File: src/rtl/vga_image_scanner.sv
// vga_image_scanner: 640x480@60 VGA timing generator that raster-scans a
// centred grayscale image out of VRAM and presents it as aligned RGB/sync.
module vga_image_scanner #(
    parameter int unsigned IMG_W = 300,
    parameter int unsigned IMG_H = 300,
    parameter int unsigned X_OFF = 170,
    parameter int unsigned Y_OFF = 90
) (
    input  logic        clk,
    input  logic        reset,
    input  logic [7:0]  vram_out,
    output logic [31:0] gpu_address,
    output logic        hsync,
    output logic        vsync,
    output logic        blank_n,
    output logic [7:0]  r,
    output logic [7:0]  g,
    output logic [7:0]  b,
    output logic        frame_start
);

    localparam int unsigned H_TOTAL    = 800;
    localparam int unsigned H_VISIBLE  = 640;
    localparam int unsigned H_SYNC_BEG = 656;
    localparam int unsigned H_SYNC_END = 752;
    localparam int unsigned V_TOTAL    = 525;
    localparam int unsigned V_VISIBLE  = 480;
    localparam int unsigned V_SYNC_BEG = 490;
    localparam int unsigned V_SYNC_END = 492;
    localparam int unsigned CNT_W      = 10;
    localparam int unsigned ADDR_W     = 32;
    localparam int unsigned PIX_W      = 8;
    localparam int unsigned PIX_COUNT  = IMG_W * IMG_H;

    // Per-position timing flags carried alongside the pixel data.
    typedef struct packed {
        logic hsync;
        logic vsync;
        logic blank_n;
        logic in_win;
        logic first;
    } scan_flags_t;

    localparam scan_flags_t FLAGS_IDLE = '{hsync: 1'b1, vsync: 1'b1, blank_n: 1'b0,
                                           in_win: 1'b0, first: 1'b0};

    logic [CNT_W-1:0]  h;
    logic [CNT_W-1:0]  v;
    logic [ADDR_W-1:0] addr;
    logic              h_wrap_c;
    logic              v_wrap_c;
    logic              in_win_c;
    logic              addr_last_c;
    scan_flags_t       flags_c;
    scan_flags_t       flags_q;

    // Decode the current counter position into wrap, window and sync flags.
    always_comb begin
        h_wrap_c      = (h == CNT_W'(H_TOTAL - 1));
        v_wrap_c      = (v == CNT_W'(V_TOTAL - 1));
        in_win_c      = (h >= CNT_W'(X_OFF)) && (h < CNT_W'(X_OFF + IMG_W)) &&
                        (v >= CNT_W'(Y_OFF)) && (v < CNT_W'(Y_OFF + IMG_H));
        addr_last_c   = (addr == ADDR_W'(PIX_COUNT - 1));
        flags_c.hsync   = !((h >= CNT_W'(H_SYNC_BEG)) && (h < CNT_W'(H_SYNC_END)));
        flags_c.vsync   = !((v >= CNT_W'(V_SYNC_BEG)) && (v < CNT_W'(V_SYNC_END)));
        flags_c.blank_n = (h < CNT_W'(H_VISIBLE)) && (v < CNT_W'(V_VISIBLE));
        flags_c.in_win  = in_win_c;
        flags_c.first   = (h == '0) && (v == '0);
    end

    // Horizontal/vertical position counters.
    always_ff @(posedge clk or negedge reset) begin
        if (!reset) begin
            h <= '0;
            v <= '0;
        end else if (h_wrap_c) begin
            h <= '0;
            v <= v_wrap_c ? '0 : v + CNT_W'(1);
        end else begin
            h <= h + CNT_W'(1);
        end
    end

    // Raster address: steps through the window, frame wrap wins over increment.
    always_ff @(posedge clk or negedge reset) begin
        if (!reset) begin
            addr <= '0;
        end else if (h_wrap_c && v_wrap_c) begin
            addr <= '0;
        end else if (in_win_c) begin
            addr <= addr_last_c ? '0 : addr + ADDR_W'(1);
        end
    end

    assign gpu_address = addr;

    // Two-stage delay so sync/blank line up with the VRAM read latency.
    always_ff @(posedge clk or negedge reset) begin
        if (!reset) begin
            flags_q     <= FLAGS_IDLE;
            hsync       <= 1'b1;
            vsync       <= 1'b1;
            blank_n     <= 1'b0;
            frame_start <= 1'b0;
            r           <= '0;
            g           <= '0;
            b           <= '0;
        end else begin
            flags_q     <= flags_c;
            hsync       <= flags_q.hsync;
            vsync       <= flags_q.vsync;
            blank_n     <= flags_q.blank_n;
            frame_start <= flags_q.first;
            r           <= flags_q.in_win ? vram_out : PIX_W'(0);
            g           <= flags_q.in_win ? vram_out : PIX_W'(0);
            b           <= flags_q.in_win ? vram_out : PIX_W'(0);
        end
    end

endmodule

File: config.mk
export PLATFORM = sky130hd
export DESIGN_NAME = vga_image_scanner
export DESIGN_NICKNAME = d
export VERILOG_FILES = /design/src/rtl/vga_image_scanner.sv
export SDC_FILE = /design/constraint.sdc
export NUM_CORES = 1
export LEC_CHECK = 0
export ABC_CLOCK_PERIOD_IN_PS = 4200
export CAP_MARGIN = 25
export CORE_UTILIZATION = 35
export CTS_CLUSTER_SIZE = 40
export DETAILED_ROUTE_END_ITERATION = 7
export GPL_TIMING_DRIVEN = 0
export PLACE_DENSITY = 0.61
export SYNTH_ARGS = -nofsm -noshare
export SYNTH_HDL_FRONTEND = slang
export SYNTH_SLANG_ARGS = --single-unit
File: constraint.sdc
create_clock -name clk -period 4.2 [get_ports clk]
set_clock_uncertainty 0.05 [all_clocks]
set_input_delay 0.63 -clock clk [delete_from_list [all_inputs] [get_ports clk]]
set_output_delay 0.63 -clock clk [all_outputs]
set_load 0.01 [all_outputs]
* After elaboration in Yosys (flattened, before gate mapping)
Cells that the tools add are included.
** Storage, ports and cells
- Register bits after elaboration :: 69
- Input bits :: 10
- Logic and storage cells :: 48
** Operators by class
- Equal/unequal tests :: 3
- Add/subtract/negate cells :: 3
- Reductions and logical operators :: 13
- Order comparisons :: 10
- Muxes and demuxes :: 6
** Operators with widths (count)
- 32-bit two-way mux :: 3
- 10-bit by 9-bit < comparator with 1-bit output, second input constant :: 4
- 32-bit by 1-bit adder with 32-bit output, second input constant :: 1
- 32-bit by 17-bit equality test with 1-bit output, second input constant :: 1
- 10-bit by 1-bit adder with 10-bit output, second input constant :: 2
- 10-bit equality test, second input constant :: 2
- 10-bit zero test :: 2
- 10-bit < comparator, second input constant :: 2
- 10-bit two-way mux :: 2
- 10-bit >= comparator, second input constant :: 1
- 10-bit by 7-bit >= comparator with 1-bit output, second input constant :: 1
- 10-bit by 8-bit >= comparator with 1-bit output, second input constant :: 1
- 10-bit by 9-bit >= comparator with 1-bit output, second input constant :: 1
- 1-bit logical AND :: 8
- 8-bit two-way mux :: 1
- 1-bit zero test :: 2
- 2-bit nonzero test :: 1

* Depth between registers and ports, before layout
Gate-level depths: netlist of the first run.
- Word-level depth :: 6
- Mapped depth :: 10

* Worst setup path before layout of the first run
Ideal clock, no wire load.
- Path type :: flip-flop to flip-flop
- Start :: register addr[13], in the netlist gpu_address[13]
- End :: register addr[18], in the netlist gpu_address[18]
- Data required time :: 4.021 ns
- Stages on the path, launching flop included :: 7
- Buffers on the path :: 0
- Data arrival time :: 1.941 ns
- Slack :: 2.080 ns
- Clock period less this slack :: 2.120 ns
- Library setup time :: 0.129 ns
- Cell sequence :: dfrtp_1 > or4_1 > or4_1 > nor4_2 > a21oi_1 > nand2_1 > mux2i_1
** Between the ends
- Word-level cells in the longest chain between the ends :: 4
** Ends and longest elaborated chain
- start: declaration :: RTL line 49 : logic [ADDR_W-1:0] addr;
- start signal: assignment :: RTL line 91 : addr <= addr_last_c ? '0 : addr + ADDR_W'(1);
- 32-bit by 1-bit adder with 32-bit output / 32-bit by 17-bit equality test with 1-bit output (equally long branches) :: RTL line 91, 63
- 32-bit two-way mux (*) :: RTL line 91
- 32-bit two-way mux (*) :: RTL line 90 : end else if (in_win_c) begin
- 32-bit two-way mux (*) :: RTL line 88 : end else if (h_wrap_c && v_wrap_c) begin
Mark *: on every way between the ends. The rest lies on a longest branch, timed or not. The select of a mux whose other input is x is not followed.
A chain may end at the register's enable or synchronous reset.

* Worst setup path in the final report of the first run
- Start :: register addr[26], in the netlist gpu_address[26]
- End :: register addr[5], in the netlist gpu_address[5]
** Between the ends
- Word-level cells in the longest chain between the ends :: 4
** Ends and longest elaborated chain
- 32-bit by 17-bit equality test with 1-bit output :: RTL line 63 : addr_last_c = (addr == ADDR_W'(PIX_COUNT - 1));
- 32-bit two-way mux :: RTL line 91
- 32-bit two-way mux :: RTL line 90
- 32-bit two-way mux :: RTL line 88
Every way passes these cells. The select of a mux whose other input is x is not followed.

==> results of run 1 <==
==> logic make-up (layout without fill, tap and decap cells) <==
logic type | count (synthesis) | count (layout) | synth area share [%]
flops | 69 | 69 | 45.1
mux | 3 | 3 | 0.815
compound gates | 75 | 75 | 12.4
xor+xnor | 14 | 14 | 3.20
buf+inv | 46 | 131 | 6.72
fa+ha+maj | 7 | 7 | 2.28
simple gates | 197 | 197 | 29.5
==> Yosys cell counts, drive strengths merged, types with 2 or more instances <==
| master | count | share of area, % |
|---|---|---|
| mux2i | 2 | 0.52 |
| or4 | 6 | 1.2 |
| o21a | 5 | 0.98 |
| o22a | 4 | 0.91 |
| o31ai | 3 | 0.59 |
| and3 | 12 | 2.0 |
| a22o | 2 | 0.46 |
| and2 | 13 | 2.2 |
| or3 | 15 | 2.4 |
| nand2b | 2 | 0.33 |
| a31oi | 2 | 0.33 |
| xor2 | 7 | 1.6 |
| nor2 | 23 | 2.2 |
| nand4 | 18 | 3.1 |
| xnor2 | 7 | 1.6 |
| ha | 7 | 2.3 |
| buf | 33 | 5.4 |
| o311ai | 5 | 1.1 |
| nand3 | 26 | 3.4 |
| clkbuf | 5 | 0.52 |
| inv | 8 | 0.78 |
| dfrtp | 65 | 42 |
| nor3 | 18 | 2.5 |
| nor2b | 2 | 0.33 |
| nand2 | 35 | 3.4 |
| o211ai | 2 | 0.39 |
| dfstp | 4 | 2.7 |
| nor3b | 6 | 1.2 |
| a21oi | 21 | 2.9 |
| o21ai | 27 | 3.7 |
| nor4 | 16 | 4.0 |
==> flip-flops by register name, summed over array words and instances (netlist names) <==
register	cells
frame_start	1
blank_n	1
h	10
flags_q	5
gpu_address	32
v	10
b	8
vsync	1
hsync	1
==> worst max-delay path, cell delays in order, from the launching register on <==
cell	delay (ns)
dfrtp_1	0.43
nor4_1	0.46
nand4_1	0.21
or3_1	0.44
o21ai_2	0.38
buf_2	0.31
nor2_1	0.07
==> final timing paths <==
check                                      from               to  slack, ns  cells past startpoint
worst max-delay path            gpu_address[26]   gpu_address[5]       1.72                      6
worst min register to register       flags_q[2]          blank_n       0.30                      0
min in group asynchronous                 reset  gpu_address[20]       0.36                      1
worst min-delay path                 flags_q[2]          blank_n       0.30                      0
max in group asynchronous                 reset   gpu_address[7]       3.18                      1
worst max register to register  gpu_address[26]   gpu_address[5]       1.72                      6
==> metrics by stage <==
stage | hold slack (ns) | worst slack, ns | power (mW) | std cells
final | 0.300 | 1.72 | 1.31 | 632
after global routing | 0.315 | 1.50 | 1.35 | 632
after CTS | 0.301 | 1.69 | 1.32 | 632
after detailed placement | 0.285 | 1.71 | 0.699 | 616
after global placement | 0.282 | 0.00431 | 0.699 | 616
after floorplan | 0.281 | 2.08 | 0.677 | 411
==> power by group through the flow <==
stage                     registers, mW  logic [mW]  clock network, mW
final                             0.664      0.0203              0.621
after global routing              0.664      0.0238              0.666
after CTS                         0.664      0.0217              0.635
after detailed placement          0.677      0.0217                  0
after global placement            0.677      0.0216                  0
after floorplan                   0.677  0.00000789                  0
==> routing by layer <==
layer | vias to the layer above | GRT usage (%) | share of wire, %
li1 | 1652 | - | -
met1 | 1642 | 24.2 | 47
met2 | 111 | 27.1 | 45
met3 | 12 | 4.62 | 6.9
met4 | 0 | 4.70 | 1.1
met5 | - | 0 | 0
==> layout make-up <==
class	count	area [um^2]
Tap cell	136	170
Clock inverter	3	67.6
Buffer	38	228
Clock buffer	13	159
Timing Repair Buffer	69	688
Fill cell	1021	5540
Multi-Input combinational cell	296	1850
Inverter	8	30.0
Sequential cell	69	1730
==> placed cells by master, fill, tap and decap left out, types with 3 or more instances in the layout <==
cell type	Yosys	final
nor3_1	17	17
and3_1	11	11
clkbuf_1	4	6
dfstp_2	4	4
nand3_1	26	26
clkdlybuf4s50_1	0	68
o21a_1	5	5
and2_1	12	12
dfrtp_1	65	65
inv_1	8	8
o21ai_0	25	25
or4_1	6	6
a21oi_1	19	19
nor3b_1	6	6
nor2_1	23	23
nand4_1	17	17
o311ai_1	3	3
or3_1	15	15
ha_1	7	7
nand2_1	35	35
clkbuf_8	0	11
nor4_2	4	4
buf_4	17	18
buf_2	16	16
xor2_1	7	7
o31ai_1	3	3
nor4_1	10	10
xnor2_1	7	7
o22a_1	4	4
==> flow_summary.yaml, run 1 <==
outcome:
  status: "complete, no violations"
worst_setup_path:
  path_class: "reg2reg"
  cp.arrival_ns: 2.66
  worstPathMaxFanout: 10
  start_kind: "flop"
  endpoint_kind: "flop"
  cp.required_ns: 4.38
synthesis:
  synth_top_flop_cell: "dfrtp_1"
  synth-edff-count: 0
  yosysSeqAreaShare_pct: 45.1
  synthesis.nets: 428
  ys_ff_latch: 69
  netlist_area_um2: 3840
  synthArstFlopShare_pct: 100
  synthCells: 411
  synth_cell_types: 52
  ys_warn_count: 0
  syn_avg_cell_area_um2: 9.34
die:
  die_h_um: 107
  row_count: 37
  die_w_um: 107
  pin_count: 70
  core-area_um2: 10500
  start_util_pct: 36.7
  die-area_um2: 11400
timing:
  finalSetupViolCount: 0
  min_period_ns: 2.48
  report.final.slew_viol_count: 0
  period_share_pct: 59.1
  max_freq_ghz: 0.403
  rsz0062_at_grt: "false"
  relSlewSlack_pct: 41.4
  setup_tns_ns: 0
  hold_viol_final: 0
  tightest_slew_ns: 0.879
clock_network:
  cts_made_buffers: 9
  clk_latency_ns: 0.35
  cts_tree: "done"
  cts_max_path_buffers: 2
  post_cts_buffers: 0
  htree_levels: 3
  cts_hold_buffers: 0
  cts_resized: 0
  cts_num_sinks: 69
  clk_root_buffer_cell: "clkbuf_8"
  path_clk_slew_ns: 0.08
power_and_ir_drop:
  clock_power_share_pct: 47.6
  p_switching_uw: 267
  p_int_mw: 1.04
  power.density_nw_per_um2: 265
  p_leak_nw: 2.00
  comb_power_share_pct: 1.6
  pwr-share-seq_pct: 50.9
  ir_drop_mv: 0.162
  switching_share_pct: 20.4
global_route:
  grt_pass1_wl_mm: 15.9
  antenna_found_initial: 0
  grt_pass1_vias: 3182
  track_usage_pct: 17.5
  overflow: 0
  grt_max_degree: 70
placed_design:
  dp_hpwl_mm: 6.65
  portBuffers: 69
  gp_congestion: 0.805
  dpl_cell_area_um2: 4700
detailed_routing:
  first_pass_iters: 5
  drt_iter0_drc: 233
  vias: 3417
  viasPerCell: 5.41
  wire_per_inst_um: 14.6
  routed_wl_mm: 9.26
  drc_errors: 0
  postRouteAntennaNets: 0
layout:
  design_area_um2: 4920
  nets: 508
  final_util_pct: 47.0
  n_antenna_cell: 0
  drive_above_1_share_pct: 14.1
  area_delta_synth_final_pct: 28.3
run:
  cap_violations: 0
hold_path:
  hold_path.class: "reg2reg"
(Power assumes the default switching activity.)
==> run 2: changes to the inputs <==
--- a/config.mk
+++ b/config.mk
@@ -5,13 +5,13 @@
 export SDC_FILE = /design/constraint.sdc
 export NUM_CORES = 1
 export LEC_CHECK = 0
-export ABC_CLOCK_PERIOD_IN_PS = 4200
+export ABC_CLOCK_PERIOD_IN_PS = 2240
 export CAP_MARGIN = 25
 export CORE_UTILIZATION = 35
 export CTS_CLUSTER_SIZE = 40
 export DETAILED_ROUTE_END_ITERATION = 7
 export GPL_TIMING_DRIVEN = 0
-export PLACE_DENSITY = 0.61
+export PLACE_DENSITY = 0.63
 export SYNTH_ARGS = -nofsm -noshare
 export SYNTH_HDL_FRONTEND = slang
 export SYNTH_SLANG_ARGS = --single-unit
==> constraint.sdc (replaced) <==
create_clock -name clk -period 2.24 [get_ports clk]
set_clock_uncertainty 0.05 [all_clocks]
set_input_delay 0.336 -clock clk [delete_from_list [all_inputs] [get_ports clk]]
set_output_delay 0.336 -clock clk [all_outputs]
set_load 0.01 [all_outputs]
==> run 2 against run 1 <==
Largest power group unchanged. Core utilization grew 3.5 points. Register-to-register slack lost 1.6 ns. Critical path type unchanged. Sequential power grew 87%. Critical endpoint is now gpu_address[18].
==> flow_summary.yaml, run 2 (synthesis results as in run 1) <==
layout:
  final_common_cell: "clkdlybuf4s50_1"
  drive_above_1_share_pct: 25.1
  multi_input_area_um2: 2020
  largest_reg_flops: 32
  seqCellArea_um2: 1750
  n_antenna_cell: 0
  area_delta_synth_final_pct: 37.9
  layout_common_cells: "clkdlybuf4s50_1, dfrtp_1, buf_4"
  fillers: 977
  nets: 530
global_route:
  overflow: 0
  grt_pass1_wl_mm: 15.9
  antenna_found_initial: 0
  grt_pass1_vias: 3205
  grt_max_degree: 70
  track_usage_pct: 17.6
die:
  die_w_um: 107
  start_util_pct: 36.7
  die_h_um: 107
  core-area_um2: 10500
  die-area_um2: 11400
  pin_count: 70
  row_count: 37
outcome:
  status: "complete, no violations"
worst_setup_path:
  cp.arrival_ns: 2.34
  cp.required_ns: 2.42
  worstPathMaxFanout: 6
  path_class: "reg2reg"
  start_kind: "flop"
  endpoint_kind: "flop"
power_and_ir_drop:
  p_leak_nw: 2.17
  power.density_nw_per_um2: 438
  p_switching_uw: 545
  ir_drop_mv: 0.301
  power_mw: 2.32
  p_int_mw: 1.77
  comb_power_share_pct: 1.6
  clock_power_share_pct: 44.7
  switching_share_pct: 23.5
  pwr-share-seq_pct: 53.7
clock_network:
  path_clk_slew_ns: 0.08
  clk_latency_ns: 0.35
  cts_made_buffers: 9
  cts_tree: "done"
  cts_max_path_buffers: 2
  cts_num_sinks: 69
  cts_hold_buffers: 0
  htree_levels: 3
  clk_root_buffer_cell: "clkbuf_8"
timing:
  setup_tns_ns: 0
  hold-worst-slack_ns: 0.0500
  hold_viol_final: 0
  period_share_pct: 96.4
  finalSetupViolCount: 0
  relSlewSlack_pct: 42.5
  rsz0062_at_grt: "true"
  report.final.slew_viol_count: 0
  min_period_ns: 2.16
  max_freq_ghz: 0.463
  tightest_slew_ns: 0.863
detailed_routing:
  drt_iter0_drc: 196
  postRouteAntennaNets: 0
  wl_met2_mm: 4.52
  wl_met1_mm: 4.75
  viasPerCell: 5.35
  routed_wl_mm: 9.85
  drc_errors: 0
  top_layer: "met4"
  wire_per_inst_um: 15.1
  first_pass_iters: 5
  vias: 3500
  met3WireLength_um: 436
hold_path:
  hold_path.class: "in2async"
placed_design:
  portBuffers: 69
  gp_congestion: 0.832
  dp_hpwl_mm: 6.58
run:
  cap_violations: 0
[run 2: cell types whose count changed in the layout (fill, tap and decap cells not counted), moves of 4 or more]
cell,before,now
buf_4,18,42
dfrtp_1,65,51
dfrtp_2,0,14
buf_2,16,9
clkbuf_1,6,0
a21oi_1,19,15
buf_6,0,4
nor4_4,2,6
[run 2: layer usage]
metal	vias up	global-route usage, %
li1	1692	-
met1	1699	25.8
met2	98	25.6
met3	11	2.67
met4	0	7.53
met5	-	0
[run 2: timing repair]
item	in CTS	in global routing
pin swaps	5	13
setup buffers	7	17
endpoints found under the setup margin	33	34
gates resized for setup	19	46
[run 2: cell type report]
class	instances	area share (%)
plain buffers	36	4.87
clock buffers	9	2.34
clock inverters	7	1.42
inverters	8	0.568
multi-input cells	296	38.2
flip-flops and latches	69	33.1
well taps	136	3.22
repair buffers	93	16.4
[run 2: final timing paths]
path | from | endpoint | slack, ns | depth (start not counted)
worst min register to register | flags_q[2] | blank_n | 0.30 | 0
max in group asynchronous | reset | h[1] | 1.47 | 1
min in group clk | flags_q[2] | blank_n | 0.30 | 0
worst max-delay path | gpu_address[6] | gpu_address[18] | 0.08 | 6
worst max register to register | gpu_address[6] | gpu_address[18] | 0.08 | 6
worst min-delay path | reset | gpu_address[17] | 0.05 | 1
[run 2: power groups by stage]
stage | Clock [mW] | Sequential (mW) | Combinational, mW
after floorplan | 0 | 1.27 | 0.0000142
after global placement | 0 | 1.27 | 0.0406
after global routing | 1.12 | 1.24 | 0.0449
after CTS | 1.06 | 1.24 | 0.0405
final | 1.04 | 1.24 | 0.0376
after detailed placement | 0 | 1.27 | 0.0404
[run 2: metrics by stage]
stage | utilization, % | cell area (um^2) | worst slack (ns) | instances
2_1_floorplan | - | 3840 | 0.120 | 411
3_3_place_gp | 44.9 | 4700 | -1.65 | 616
5_1_grt | 50.6 | 5290 | -0.0616 | 654
3_5_place_dp | 44.9 | 4700 | -0.266 | 616
4_1_cts | 48.0 | 5020 | 0.00173 | 639
6_report | 50.6 | 5290 | 0.0798 | 654
[run 2: critical path, stage by stage, from the launching register on]
cell and delay [ns]:
dfrtp_2 0.45, or4_1 0.51, or4_1 0.52, nor4_2 0.22
a21oi_2 0.14, nand2_1 0.08, mux2i_1 0.07
==> run 3: changes to the inputs <==
==> config.mk (replaced) <==
export PLATFORM = sky130hd
export DESIGN_NAME = vga_image_scanner
export DESIGN_NICKNAME = d
export VERILOG_FILES = /design/src/rtl/vga_image_scanner.sv
export SDC_FILE = /design/constraint.sdc
export NUM_CORES = 1
export LEC_CHECK = 0
export ABC_CLOCK_PERIOD_IN_PS = 2500
export CAP_MARGIN = 25
export CORE_UTILIZATION = 45
export CTS_CLUSTER_SIZE = 40
export DETAILED_ROUTE_END_ITERATION = 7
export GPL_TIMING_DRIVEN = 0
export PLACE_DENSITY = 0.74
export SYNTH_ARGS = -nofsm -noshare
export SYNTH_HDL_FRONTEND = slang
export SYNTH_SLANG_ARGS = --single-unit
==> constraint.sdc (replaced) <==
create_clock -name clk -period 2.5 [get_ports clk]
set_clock_uncertainty 0.05 [all_clocks]
set_input_delay 0.375 -clock clk [delete_from_list [all_inputs] [get_ports clk]]
set_output_delay 0.375 -clock clk [all_outputs]
set_load 0.01 [all_outputs]
==> run 3 against run 2 <==
Sequential share of layout area rose by 1.8 points. Worst hold slack better by 0.011 ns. Highest routed layer unchanged. Non-clock buffer count decreased by 16. Cell count shrank 7.2%. Sequential power shrank 9.7%. Critical endpoint is now gpu_address[7].
==> flow_summary.yaml, run 3 (synthesis results as in run 1) <==
outcome:
  status: "complete, no violations"
clock_network:
  path_clk_slew_ns: 0.08
  clk_latency_ns: 0.35
  cts_num_sinks: 69
  cts_made_buffers: 9
  htree_levels: 3
  cts_hold_buffers: 0
  cts_tree: "done"
  cts_max_path_buffers: 2
  clk_root_buffer_cell: "clkbuf_8"
layout:
  largest_reg_flops: 32
  fillers: 715
  final_util_pct: 60.5
  drive_above_1_share_pct: 16.5
  final_cells: 607
  nets: 514
  design_area_um2: 4970
  final_common_cell: "clkdlybuf4s50_1"
  layout_common_cells: "clkdlybuf4s50_1, dfrtp_1, nand2_1"
  area_delta_synth_final_pct: 29.5
  n_antenna_cell: 0
power_and_ir_drop:
  power_mw: 2.17
  p_leak_nw: 2.05
  ir_drop_mv: 0.386
  power.density_nw_per_um2: 438
global_route:
  antenna_found_initial: 0
  grt_pass1_wl_mm: 15.4
  track_usage_pct: 22.5
  grt_max_degree: 70
  overflow: 0
  grt_pass1_vias: 3185
worst_setup_path:
  cp_num_buf_inv: 2
  endpoint_kind: "flop"
  worstRegToRegCells: 9
  start_kind: "flop"
  crit_chain: "ha_1, nand4_1, nor3b_2, clkbuf_4, nand2_1, o21ai_2, buf_6, o311ai_0, o21a_1"
  path_delay_family: "simple AND/OR/NAND/NOR gates"
  path_class: "reg2reg"
  worstPathMaxFanout: 10
  r2r-start: "h[0]"
  reg2reg_to: "gpu_address[7]"
  r2r_setup_slack_ns: 0.16
  cp.required_ns: 2.69
  slowest_delay_ns: 0.42
  cp.arrival_ns: 2.53
  slowest_stage: "dfrtp_1"
placed_design:
  portBuffers: 69
  gp_congestion: 0.894
  dp_slack_ns: -0.0183
  dp_hpwl_mm: 6.47
  dpl_cell_area_um2: 4660
  dp.cells: 585
detailed_routing:
  postRouteAntennaNets: 0
  viasPerCell: 5.68
  routed_wl_mm: 9.35
  vias: 3448
  wire_per_inst_um: 15.4
  first_pass_iters: 4
  drc_errors: 0
  drt_iter0_drc: 248
timing:
  min_period_ns: 2.34
  relSlewSlack_pct: 43.0
  tightest_slew_ns: 0.855
  max_freq_ghz: 0.428
  hold-worst-slack_ns: 0.0611
  layout_setup_ws_ns: 0.163
  hold_viol_final: 0
  rsz0062_at_grt: "false"
  finalSetupViolCount: 0
  report.final.slew_viol_count: 0
  period_share_pct: 93.5
  setup_tns_ns: 0
die:
  die_w_um: 94.3
  start_util_pct: 46.7
  die-area_um2: 8900
  row_count: 33
  pin_count: 70
  die_h_um: 94.3
  core-area_um2: 8220
run:
  cap_violations: 0
hold_path:
  hold_path.class: "in2async"
run 3: per-layer routing:
layer,part of all wire (%),GRT usage (%),vias to the layer above
li1,-,-,1659
met1,46,30.9,1671
met2,46,34.7,108
met3,6.6,4.99,10
met4,1.5,8.85,0
met5,0,0,-
run 3: final cells by class:
cell class | count | area, um^2 | share of cell area, %
Sequential cell | 69 | 1730 | 34.9
Clock inverter | 7 | 97.6 | 1.96
Inverter | 8 | 30.0 | 0.604
Clock buffer | 9 | 124 | 2.49
Buffer | 38 | 234 | 4.71
Multi-Input combinational cell | 296 | 1890 | 37.9
Timing Repair Buffer | 75 | 733 | 14.8
Tap cell | 105 | 131 | 2.64
run 3: repair_timing:
action / CTS / global route
resized for setup: 1 / 10
buffers inserted: 0 / 6
endpoints found under the setup margin: 10 / 32
pin swaps: 0 / 4
run 3: worst max path at each step:
stage               slack (ns)  depth (start not counted)             from               to
detailed placement       -0.02                          6  gpu_address[26]   gpu_address[5]
global route              0.01                          7             v[4]  gpu_address[12]
CTS                       0.02                          9             h[1]   gpu_address[7]
global placement         -1.34                          1            reset             h[0]
floorplan                 0.38                          6  gpu_address[13]  gpu_address[18]
finish                    0.16                          9             h[0]   gpu_address[7]
run 3: power breakdown:
part	switching, mW	leakage (nW)	internal, mW
Combinational	0.0217	1.02	0.0116
Sequential	0	0.922	1.12
Clock	0.460	0.106	0.566
Total	0.482	2.05	1.69
run 3: worst reg2reg max path: stages, from the launching register on:
cell and delay (ns):
dfrtp_1 0.42, ha_1 0.24, nand4_1 0.18, nor3b_2 0.25, clkbuf_4 0.24, nand2_1 0.18
o21ai_2 0.18, buf_6 0.20, o311ai_0 0.14, o21a_1 0.13
